$ cat config.mk
export PLATFORM = sky130hd
export DESIGN_NAME = descriptor_best_match
export DESIGN_NICKNAME = d
export VERILOG_FILES = /design/src/rtl/feature_match_pkg.sv /design/src/rtl/dist_min2_tracker.sv /design/src/rtl/descriptor_best_match.sv
export SDC_FILE = /design/constraint.sdc
export NUM_CORES = 1
export LEC_CHECK = 0
export ABC_AREA = 1
export CAP_MARGIN = 10
export CELL_PAD_IN_SITES_DETAIL_PLACEMENT = 1
export CELL_PAD_IN_SITES_GLOBAL_PLACEMENT = 2
export CORE_MARGIN = 4
export CORE_UTILIZATION = 35
export DETAILED_ROUTE_END_ITERATION = 10
export PLACE_DENSITY = 0.91
export SLEW_MARGIN = 5
export SYNTH_ARGS = -nofsm -noshare
export SYNTH_HDL_FRONTEND = slang
export SYNTH_SLANG_ARGS = --single-unit
$ cat constraint.sdc
create_clock -name iClk -period 4.35 [get_ports iClk]
set_input_delay 1.0875 -clock iClk [delete_from_list [all_inputs] [get_ports iClk]]
set_output_delay 1.0875 -clock iClk [all_outputs]
set_load 0.01 [all_outputs]
$ cat src/rtl/feature_match_pkg.sv
// Shared definitions for the feature-matching pipeline (distance engine and
// best-match tracker).
package feature_match_pkg;

    localparam int unsigned DIST_W = 23;
    localparam logic [DIST_W-1:0] DIST_MAX = 23'h7FFFFF;

    typedef enum logic [1:0] {
        IDLE,
        SEARCH,
        DECIDE,
        DONE
    } fm_state_e;

endpackage

$ cat src/rtl/dist_min2_tracker.sv
// Running tracker of the smallest and second-smallest distance seen since the
// last clear, plus the arrival index of the smallest.
module dist_min2_tracker #(
    parameter int unsigned DIST_W = 23,
    parameter int unsigned IDX_W  = 10
) (
    input  logic              i_clk,
    input  logic              i_rst_n,
    input  logic              i_clear,
    input  logic              i_upd,
    input  logic [IDX_W-1:0]  i_idx,
    input  logic [DIST_W-1:0] i_dist,
    output logic [DIST_W-1:0] o_best,
    output logic [DIST_W-1:0] o_second,
    output logic [IDX_W-1:0]  o_best_idx
);

    logic [DIST_W-1:0] r_best;
    logic [DIST_W-1:0] r_second;
    logic [IDX_W-1:0]  r_best_idx;

    // Clear wins over update, so a sample coinciding with a restart is dropped;
    // strict compares keep the earlier index on ties and push equals to second.
    always_ff @(posedge i_clk or negedge i_rst_n) begin
        if (!i_rst_n) begin
            r_best     <= '1;
            r_second   <= '1;
            r_best_idx <= '0;
        end else if (i_clear) begin
            r_best     <= '1;
            r_second   <= '1;
            r_best_idx <= '0;
        end else if (i_upd) begin
            if (i_dist < r_best) begin
                r_second   <= r_best;
                r_best     <= i_dist;
                r_best_idx <= i_idx;
            end else if (i_dist < r_second) begin
                r_second <= i_dist;
            end
        end
    end

    assign o_best     = r_best;
    assign o_second   = r_second;
    assign o_best_idx = r_best_idx;

endmodule

$ cat src/rtl/descriptor_best_match.sv
// Best / second-best distance search over one query, followed by an absolute
// threshold and a ratio test; the result is offered under a valid/ack handshake.
module descriptor_best_match
    import feature_match_pkg::fm_state_e;
#(
    parameter int unsigned        DIST_W    = 23,
    parameter int unsigned        IDX_W     = 10,
    parameter int unsigned        RATIO_NUM = 16,
    parameter int unsigned        RATIO_DEN = 25,
    parameter logic [DIST_W-1:0]  MAX_DIST  = 23'h0FFFFF
) (
    input  logic              iClk,
    input  logic              iRst_n,
    input  logic              iStart,
    input  logic [IDX_W-1:0]  iNumDb,
    input  logic [DIST_W-1:0] iDist,
    input  logic              iDist_Valid,
    input  logic              iMatch_Ack,
    output logic              oBusy,
    output logic              oMatch_Valid,
    output logic              oMatch_Found,
    output logic [IDX_W-1:0]  oBest_Idx,
    output logic [DIST_W-1:0] oBest_Dist,
    output logic [DIST_W-1:0] oSecond_Dist,
    output logic              oOverrun
);

    localparam int unsigned PROD_W = DIST_W + 5;

    fm_state_e         r_state;
    logic [IDX_W-1:0]  r_num;
    logic [IDX_W-1:0]  r_count;
    logic              r_busy;
    logic              r_match_valid;
    logic              r_found;
    logic [IDX_W-1:0]  r_best_idx;
    logic [DIST_W-1:0] r_best_dist;
    logic [DIST_W-1:0] r_second_dist;
    logic              r_overrun;

    logic              w_start;
    logic              w_upd;
    logic [IDX_W-1:0]  w_count_inc;
    logic [DIST_W-1:0] w_best;
    logic [DIST_W-1:0] w_second;
    logic [IDX_W-1:0]  w_best_idx;
    logic [PROD_W-1:0] w_best_scaled;
    logic [PROD_W-1:0] w_second_scaled;
    logic              w_found;

    // Start is honoured in IDLE, as a restart in SEARCH, and in DONE only with ack.
    always_comb begin
        w_start = 1'b0;
        w_upd   = 1'b0;
        case (r_state)
            feature_match_pkg::IDLE:   w_start = iStart;
            feature_match_pkg::SEARCH: begin
                w_start = iStart;
                w_upd   = iDist_Valid && !iStart;
            end
            feature_match_pkg::DONE:   w_start = iStart && iMatch_Ack;
            default:                   w_start = 1'b0;
        endcase
    end

    assign w_count_inc = r_count + 1'b1;

    dist_min2_tracker #(
        .DIST_W (DIST_W),
        .IDX_W  (IDX_W)
    ) u_tracker (
        .i_clk      (iClk),
        .i_rst_n    (iRst_n),
        .i_clear    (w_start),
        .i_upd      (w_upd),
        .i_idx      (r_count),
        .i_dist     (iDist),
        .o_best     (w_best),
        .o_second   (w_second),
        .o_best_idx (w_best_idx)
    );

    // Full-width products so the ratio compare never truncates.
    assign w_best_scaled   = PROD_W'(w_best)   * PROD_W'(RATIO_DEN);
    assign w_second_scaled = PROD_W'(w_second) * PROD_W'(RATIO_NUM);
    assign w_found         = (w_best <= MAX_DIST) && (w_best_scaled < w_second_scaled);

    // Search control FSM with registered result, handshake and overrun flag.
    always_ff @(posedge iClk or negedge iRst_n) begin
        if (!iRst_n) begin
            r_state       <= feature_match_pkg::IDLE;
            r_num         <= '0;
            r_count       <= '0;
            r_busy        <= 1'b0;
            r_match_valid <= 1'b0;
            r_found       <= 1'b0;
            r_best_idx    <= '0;
            r_best_dist   <= '0;
            r_second_dist <= '0;
            r_overrun     <= 1'b0;
        end else if (w_start) begin
            r_num         <= iNumDb;
            r_count       <= '0;
            r_overrun     <= 1'b0;
            r_busy        <= 1'b1;
            r_match_valid <= 1'b0;
            r_state       <= (iNumDb == '0) ? feature_match_pkg::DECIDE
                                            : feature_match_pkg::SEARCH;
        end else begin
            case (r_state)
                feature_match_pkg::IDLE: begin
                    if (iDist_Valid) r_overrun <= 1'b1;
                end
                feature_match_pkg::SEARCH: begin
                    if (iDist_Valid) begin
                        r_count <= w_count_inc;
                        if (w_count_inc == r_num) r_state <= feature_match_pkg::DECIDE;
                    end
                end
                feature_match_pkg::DECIDE: begin
                    r_found       <= w_found;
                    r_best_idx    <= w_best_idx;
                    r_best_dist   <= w_best;
                    r_second_dist <= w_second;
                    r_match_valid <= 1'b1;
                    r_state       <= feature_match_pkg::DONE;
                    if (iDist_Valid) r_overrun <= 1'b1;
                end
                feature_match_pkg::DONE: begin
                    if (iMatch_Ack) begin
                        r_match_valid <= 1'b0;
                        r_busy        <= 1'b0;
                        r_state       <= feature_match_pkg::IDLE;
                    end
                    if (iDist_Valid) r_overrun <= 1'b1;
                end
                default: r_state <= feature_match_pkg::IDLE;
            endcase
        end
    end

    assign oBusy        = r_busy;
    assign oMatch_Valid = r_match_valid;
    assign oMatch_Found = r_found;
    assign oBest_Idx    = r_best_idx;
    assign oBest_Dist   = r_best_dist;
    assign oSecond_Dist = r_second_dist;
    assign oOverrun     = r_overrun;

endmodule
== Yosys cells after proc, flatten, opt, wreduce, memory -nomap -nowiden ==
Index checks and enable logic that the tools add are counted.
Storage, ports and cells
  memory bits (writable): 0
  ROM bits: 0
  latch bits: 0
  memories: 0
  register bits: 138
Cells by class
  multiply operators: 1
  $lt $le $gt $ge: 4
  $add $sub $neg: 1
  equality and inequality tests: 7
  bitwise logic cells: 1
  reduce and logical (&&, ||, !) cells: 26
  multiplexer cells: 29
  shifts and indexed selects: 0
  divide/modulo/power cells: 0
Operators by type and width (count)
  two-way mux 23 bit: 7
  two-way mux 10 bit: 6
  less-than comparator 23 bit: 2
  less-than comparator 28 x 27 -> 1 bit: 1
  multiplier 23 x 5 -> 28 bit (second input constant): 1
  <= comparator 23 x 20 -> 1 bit (second input constant): 1
  AND reduction 2 bit: 7
  nonzero test 2 bit: 7
  adder 10 x 1 -> 10 bit (second input constant): 1
  equality test 10 bit: 1
  logical NOT 10 bit: 1
  two-way mux 2 bit: 5
  != test 3 x 2 -> 1 bit (second input constant): 3
  two-way mux 1 bit: 8
  case mux 2 bit (3 select lines): 1
  nonzero test 3 bit: 2
  equality test 2 bit (second input constant): 2
  case mux 1 bit (2 select lines): 2
  AND reduction 4 bit: 1
  nonzero test 4 bit: 1
  logical AND 1 bit: 3
  OR reduction 3 bit: 1
  equality test 2 x 1 -> 1 bit (second input constant): 1
  logical NOT 2 bit: 1
  other kinds (3): 3

== Longest topological paths before layout ==
Gate-level depths: netlist (run 1).
  depth after elaboration: 6
  depth in mapped cells: 27

== Modules after synthesis ==
From an unflattened synthesis (run 1), not the netlist that was laid out.
Second synthesis, totals
  cell total of the unflattened synthesis: 1376
  area total of the unflattened synthesis: 10543.9 um^2
By module, submodules not included
  descriptor_best_match: area each 6645.1 um^2, seq. area each 2052.0 um^2, cells an instance 846, times used 1
  dist_min2_tracker: area each 3898.7 um^2, seq. area each 1458.9 um^2, cells an instance 530, times used 1

== Worst setup path before layout (run 1) ==
Ideal clock, no wire load.
  path type: reg2reg
  from: register u_tracker.r_best[4] (netlist: u_tracker.o_best[4])
  to: register r_found (netlist: oMatch_Found)
  stages on the path, launching flop included: 27
  period minus slack after synthesis: 3.941 ns
  required time: 4.234 ns
  path buffers: 0
  arrival time: 3.824 ns
  setup time: 0.116 ns
  slack: 0.409 ns
  cells stage by stage: dfstp_2 ha_1 ha_1 inv_1 fa_1 inv_1 ha_1 a21o_1 a21oi_1 nand2_1 a21boi_1 o21ai_0 xor2_1 ha_1 nand2_1 inv_1 nand3_1 nor3_1 nand2_1 nand2_1 nand2_1 nand2_1 nand2_1 nand2_1 nand2_1 nand2_1 nand2_1
On the way
  longest elaborated chain between the ends: 3
  elaborated cells between the ends (all ways): 4
RTL lines
  from (decl): line dist_min2_tracker.sv:18  | logic [DIST_W-1:0] r_best;
  from (signal assigned): line dist_min2_tracker.sv:36  | r_best <= i_dist;
  multiplier 23 x 5 -> 28 bit: line descriptor_best_match.sv:84  | assign w_best_scaled = PROD_W'(w_best) * PROD_W'(RATIO_DEN);
  less-than comparator 28 x 27 -> 1 bit: line descriptor_best_match.sv:86  | assign w_found = (w_best <= MAX_DIST) && (w_best_scaled < w_second_scaled);
  logical AND 1 bit (*): line descriptor_best_match.sv:86
  to (signal assigned): line descriptor_best_match.sv:121  | r_found <= w_found;
  to (decl): line descriptor_best_match.sv:35  | logic r_found;
Every way passes the cells marked *; elsewhere a longest branch is shown, timed or not.
A chain may end at the register's enable or synchronous reset.

== Worst setup path after layout (run 1) ==
  from: register u_tracker.r_best[3] (netlist: u_tracker.o_best[3])
  to: register r_found (netlist: oMatch_Found)
Same word-level chain as after synthesis.

==> flow_summary.json, run 1 <==
{
  "whs_path_depth": 2,
  "synth_cell_types": 41,
  "grt_pass1_wl_mm": 53.1,
  "yosysSeqAreaShare_pct": 34.4,
  "maxSlewHeadroom_pct": 37.7,
  "synth_commonest_cells": "281 x nand2_1, 189 x inv_1, 143 x ha_1",
  "fmax_mhz": 240,
  "syn_inst": 1250,
  "hold_slack_ps": 471,
  "r2r-end": "oMatch_Found$_DFFE_PN0P_",
  "outcome": "complete, no violations",
  "met2WireLength_mm": 16.1,
  "maxSlewViolCount": 0,
  "place_inst": 1716,
  "synth_ff_type": "dfrtp_1",
  "synth_seq_cells": 138,
  "place_congestion": 0.869,
  "ioPinCount": 98,
  "portBuffers": 97,
  "crit_type": "reg2reg",
  "preCtsSetupSlack_ps": 18.5,
  "r2r_slack_ps": 180,
  "async_flop_share_pct": 100,
  "fin_skew_ps": 14.9,
  "synth_top_area_share_pct": 22.6,
  "hold_path.class": "reg2reg",
  "postSynthAreaPerCell_um2": 8.16,
  "core_um2": 28700,
  "cts_hold_buffers": 0,
  "clk_pin_slew_ps": 60,
  "yosysWarnings": 0,
  "first_iter_violations": 379,
  "ant_nets": 0,
  "place_hpwl_mm": 24.8,
  "synth_top_cell_by_area": "dfrtp_1",
  "cts_num_sinks": 138,
  "timing.final.crit_share_pct": 95.8,
  "wl_met1_mm": 14.8,
  "startpoint_type": "flop",
  "required_ps": 4720,
  "cts_tree": "done",
  "fin_ws_ps": 184,
  "drc": 0,
  "vias": 9111,
  "syn_area_um2": 10200,
  "htree_levels": 4,
  "grtUsageTotal_pct": 21.2,
  "syn-num-nets": 1449,
  "vias_per_cell": 5.19,
  "design.die.area_um2": 31900,
  "hold_violations": 0,
  "cap_viol_max_count": 0,
  "overflow": 0,
  "routed_wl_mm": 33.0,
  "setup_violations": 0,
  "yosysMostFrequentCell": "nand2_1",
  "cp-end-kind": "flop",
  "holdPathEnd": "u_tracker.o_second[6]$_DFFE_PN1P_",
  "wire_per_inst_um": 18.8,
  "drive_gt1_share_pct": 14.5,
  "die_h_um": 179,
  "worstPathMaxFanout": 5,
  "reg2reg_depth": 21,
  "area_growth_pct": 22.7,
  "period_minus_slack_ps": 4170,
  "cts_root_buf": "clkbuf_16",
  "cts_buffer_depth": 2,
  "grt_pass1_vias": 9903,
  "nFillCells": 3443,
  "worst_pin_slew_ps": 935,
  "hold_start": "u_tracker.o_second[6]$_DFFE_PN1P_",
  "clk_latency_ps": 450,
  "highest_layer": "met4",
  "first_pass_iters": 5,
  "synth_area_leaders": "dfrtp_1 23%, ha_1 18%, dfstp_2 12%",
  "initial_core_util_pct": 35.5,
  "worstReg2RegStart": "u_tracker.o_best[3]$_DFFE_PN1P_",
  "die_x_um": 179,
  "fin_nets": 1557,
  "antenna_found_initial": 0,
  "stdcell_count": 1755,
  "cp.arrival_ps": 4540,
  "wl_met3_mm": 1.36,
  "cts_inserted_buffers": 17,
  "placementRows": 62,
  "synth-edff-count": 0,
  "grt_max_degree": 102
}
## sequential cells by signal, indices dropped and copies added (netlist names), 2 cells and up
name,flops
oBest_Dist,23
oBest_Idx,10
oSecond_Dist,23
r_count,10
r_num,10
r_state,2
u_tracker.o_best,23
u_tracker.o_best_idx,10
u_tracker.o_second,23
## layout make-up
class / count / area, um2 / area share [%]
antenna: 1 / 2.50 / 0.0200
clock buffer: 17 / 425 / 3.40
clock inverter: 14 / 185 / 1.48
inverter: 192 / 722 / 5.77
multi-input combinational: 881 / 5970 / 47.7
sequential: 138 / 3510 / 28.1
tap: 384 / 480 / 3.84
timing repair buffer: 128 / 1220 / 9.73
## cell families after synthesis
group | share of synthesized area [%]
compound gates | 12.4
xor+xnor | 1.80
buf+inv | 9.19
flops | 34.4
simple gates | 21.1
fa+ha+maj | 21.1
## worst max-delay path: stages, from the launching register on
cell and delay [ps]:
dfstp_2 590, ha_1 260, ha_1 310, fa_1 610
ha_4 250, a21oi_2 170, o21ai_2 100, a31o_2 240
nand2_1 70, nand2_1 100, a21oi_2 230, xnor2_2 160
ha_1 270, a21oi_1 140, nor3_1 70, a211oi_1 170
nand2_1 80, nand2_1 60, nand2_1 40, nand2_1 50
nand2_1 50, nand2_1 60
## through the flow
| step | setup TNS, ps | instance area (um2) | util (%) |
|---|---|---|---|
| after detailed placement | 0 | 11600 | 40.5 |
| after floorplan | 0 | 10200 | - |
| after CTS | 0 | 12200 | 42.7 |
| after global routing | -85.0 | 12500 | 43.6 |
| final | 0 | 12500 | 43.6 |
| after global placement | 0 | 11600 | 40.5 |
## per-layer routing
layer  up-vias  track usage, %
met4         0            5.92
met5         -               0
li1       4346               -
met2       190            36.7
met1      4527            27.5
met3        48            3.35
## worst max path at each step
stage / startpoint / endpoint / slack (ps) / cells after the start
6_report: u_tracker.o_best[3]$_DFFE_PN1P_ / oMatch_Found$_DFFE_PN0P_ / 180 / 21
5_1_grt: u_tracker.o_best[3]$_DFFE_PN1P_ / oMatch_Found$_DFFE_PN0P_ / -80 / 24
4_1_cts: u_tracker.o_best[4]$_DFFE_PN1P_ / oMatch_Found$_DFFE_PN0P_ / 40 / 26
3_5_place_dp: u_tracker.o_best[4]$_DFFE_PN1P_ / oMatch_Found$_DFFE_PN0P_ / 20 / 26
3_3_place_gp: u_tracker.o_best[4]$_DFFE_PN1P_ / oMatch_Found$_DFFE_PN0P_ / 160 / 26
2_1_floorplan: u_tracker.o_best[4]$_DFFE_PN1P_ / oMatch_Found$_DFFE_PN0P_ / 410 / 26
## what timing repair did
item | CTS | global route
pin swaps | 0 | 11
gates resized for setup | 2 | 40
gates cloned | 0 | 0
buffers inserted | 0 | 7
endpoints found under the setup margin | 1 | 1
## cell usage in the layout, fill, tap and decap left out, types with 2 or more instances in the layout
master	instances
nand2_1	279
inv_1	187
ha_1	132
clkdlybuf4s50_1	96
dfrtp_1	92
o21ai_0	89
nor2_1	58
nand3_1	55
a21oi_1	53
dfstp_2	46
nand4_1	39
a21oi_2	32
buf_4	30
nand3_2	19
o22ai_1	18
fa_1	18
clkbuf_16	17
xor2_1	13
ha_4	9
nor3_1	8
xnor2_1	7
inv_6	6
nor2_2	5
o21ai_2	5
a21o_1	5
nand2_2	5
o21a_1	4
inv_2	4
nand3b_1	4
a21boi_1	3
nor4_1	3
bufinv_16	3
clkinvlp_4	3
a211oi_1	2
a31o_2	2
o211ai_1	2
ha_2	2
Power of run 1 is not shown: default switching activity piles up to over one toggle a cycle in this logic, so the estimate is an artifact.
==> run 2: changes to the inputs <==
--- a/config.mk
+++ b/config.mk
@@ -6,7 +6,6 @@
 export NUM_CORES = 1
 export LEC_CHECK = 0
 export ABC_AREA = 1
-export CAP_MARGIN = 10
 export CELL_PAD_IN_SITES_DETAIL_PLACEMENT = 1
 export CELL_PAD_IN_SITES_GLOBAL_PLACEMENT = 2
 export CORE_MARGIN = 4
==> results of run 2 <==
The final DEF is identical to that of run 1; final timing and power are the same.
Power of run 2 is left out for the same reason.
==> run 3: changes to the inputs <==
--- a/config.mk
+++ b/config.mk
@@ -10,8 +10,11 @@
 export CELL_PAD_IN_SITES_GLOBAL_PLACEMENT = 2
 export CORE_MARGIN = 4
 export CORE_UTILIZATION = 35
+export CTS_CLUSTER_DIAMETER = 150
+export CTS_CLUSTER_SIZE = 20
 export DETAILED_ROUTE_END_ITERATION = 10
 export PLACE_DENSITY = 0.91
+export REMOVE_ABC_BUFFERS = 1
 export SLEW_MARGIN = 5
 export SYNTH_ARGS = -nofsm -noshare
 export SYNTH_HDL_FRONTEND = slang
==> run 3 against run 2 <==
First-iteration DRC count is 22% higher. Worst hold slack better by 2.5 ps. Maximum frequency is 1.4% higher. Setup slack better by 59 ps. Die area stayed put. Via count is 0.61% higher.
==> flow_summary.json, run 3 (same netlist as run 1, synthesis figures left out) <==
{
  "outcome": "complete, no violations",
  "design.die.area_um2": 31900,
  "drive_gt1_share_pct": 16.8,
  "r2r-end": "oMatch_Found$_DFFE_PN0P_",
  "initial_core_util_pct": 35.5,
  "required_ps": 4690,
  "setup_violations": 0,
  "cp.arrival_ps": 4450,
  "ioPinCount": 98,
  "antenna_cells": 0,
  "fin_nets": 1566,
  "antenna_found_initial": 0,
  "worstReg2RegStart": "u_tracker.o_best[9]$_DFFE_PN1P_",
  "endpoint": "oMatch_Found$_DFFE_PN0P_",
  "place_hpwl_mm": 24.8,
  "portBuffers": 97,
  "cap_viol_max_count": 0,
  "startpoint_type": "flop",
  "ant_nets": 0,
  "nFillCells": 3395,
  "maxSlewHeadroom_pct": 42.9,
  "use_met2_pct": 36.3,
  "place_congestion": 0.871,
  "cp_slowest_cell": "dfstp_2",
  "fin_util_pct": 44.5,
  "placementRows": 62,
  "worstPathMaxFanout": 5,
  "grt_pass1_vias": 9871,
  "slowest_delay_ps": 570,
  "hold_path.class": "reg2reg",
  "regArea_um2": 3510,
  "crit_type": "reg2reg",
  "crit_start": "u_tracker.o_best[9]$_DFFE_PN1P_",
  "final_cell_mix": "276 x nand2_1, 181 x inv_1, 123 x ha_1",
  "period_minus_slack_ps": 4110,
  "cts_buffer_depth": 2,
  "grt_util_met3_pct": 3.16,
  "grt_busiest_layer": "met2",
  "area_growth_pct": 25.2,
  "first_pass_iters": 5,
  "cts_hold_buffers": 0,
  "grtUsageMet1_pct": 27.6,
  "multi_input_area_um2": 6140,
  "path_common_cell": "nand2_1",
  "die_x_um": 179,
  "grt_pass1_wl_mm": 52.5,
  "hold_violations": 0,
  "routed_wl_mm": 33.7,
  "cts_num_sinks": 138,
  "cts_root_buf": "clkbuf_16",
  "grtUsageTotal_pct": 21.0,
  "maxSlewViolCount": 0,
  "clk_latency_ps": 450,
  "grt_max_degree": 90,
  "drc": 0,
  "vias": 9167,
  "cts_tree": "done",
  "wire_per_inst_um": 19.1,
  "core_um2": 28700,
  "clk_pin_slew_ps": 80,
  "worst_pin_slew_ps": 857,
  "htree_levels": 4,
  "first_iter_violations": 464,
  "overflow": 0,
  "timing.final.crit_share_pct": 94.4,
  "final_common_cell": "nand2_1",
  "fmax_mhz": 243,
  "vias_per_cell": 5.20,
  "cts_inserted_buffers": 17,
  "cp-end-kind": "flop",
  "fin_skew_ps": 16.4,
  "die_h_um": 179,
  "r2r_slack_ps": 240,
  "reg2reg_depth": 28
}
-- run 3: metal layers --
metal	part of all wire [%]	vias to the layer above
met3	4.2	47
met2	50	199
met4	1.9	0
met1	44	4552
li1	-	4369
met5	0	-
-- run 3: layout make-up --
type,count,area share [%]
Multi-Input combinational cell,881,48.1
Sequential cell,138,27.5
Timing Repair Buffer,137,10.3
Inverter,192,5.66
Tap cell,384,3.76
Clock buffer,17,3.33
Clock inverter,15,1.37
-- run 3: how the worst min path moves through the flow --
| stage | from | endpoint | depth (start not counted) |
|---|---|---|---|
| after floorplan | r_num[4]$_DFFE_PN0P_ | r_num[4]$_DFFE_PN0P_ | 2 |
| after global routing | u_tracker.o_second[17]$_DFFE_PN1P_ | u_tracker.o_second[17]$_DFFE_PN1P_ | 2 |
| after detailed placement | u_tracker.o_second[15]$_DFFE_PN1P_ | u_tracker.o_second[15]$_DFFE_PN1P_ | 2 |
| after global placement | u_tracker.o_second[15]$_DFFE_PN1P_ | u_tracker.o_second[15]$_DFFE_PN1P_ | 2 |
| final | u_tracker.o_second[15]$_DFFE_PN1P_ | u_tracker.o_second[15]$_DFFE_PN1P_ | 2 |
| after CTS | u_tracker.o_second[15]$_DFFE_PN1P_ | u_tracker.o_second[15]$_DFFE_PN1P_ | 2 |
-- run 3: stage by stage --
step                      std cells  TNS (ps)  instance area, um2  setup slack, ps  hold WS, ps
after global placement         1721         0               11700             55.8          462
after global routing           1764     -84.1               12800            -84.1          491
final                          1764         0               12800              243          474
after floorplan                1211         0                9980              366          455
after detailed placement       1721         0               11700             22.6          465
after CTS                      1753         0               12300             7.10          475
-- run 3: timing repair --
| item | 4_1_cts | 5_1_grt |
|---|---|---|
| hold endpoints to repair | 0 | 0 |
| setup endpoints to repair | 1 | 1 |
| setup buffers | 0 | 11 |
| pin swaps | 0 | 38 |
| gates resized for setup | 1 | 74 |
-- run 3: critical path: cells and delay by family, from the launching register on --
family | cells | cell delay [ps]
xor+xnor | 1 | 150
fa+ha+maj | 5 | 1580
compound gates | 2 | 280
flops | 1 | 570
simple gates | 15 | 1030
buf+inv | 5 | 400
Power of run 3 is left out for the same reason.
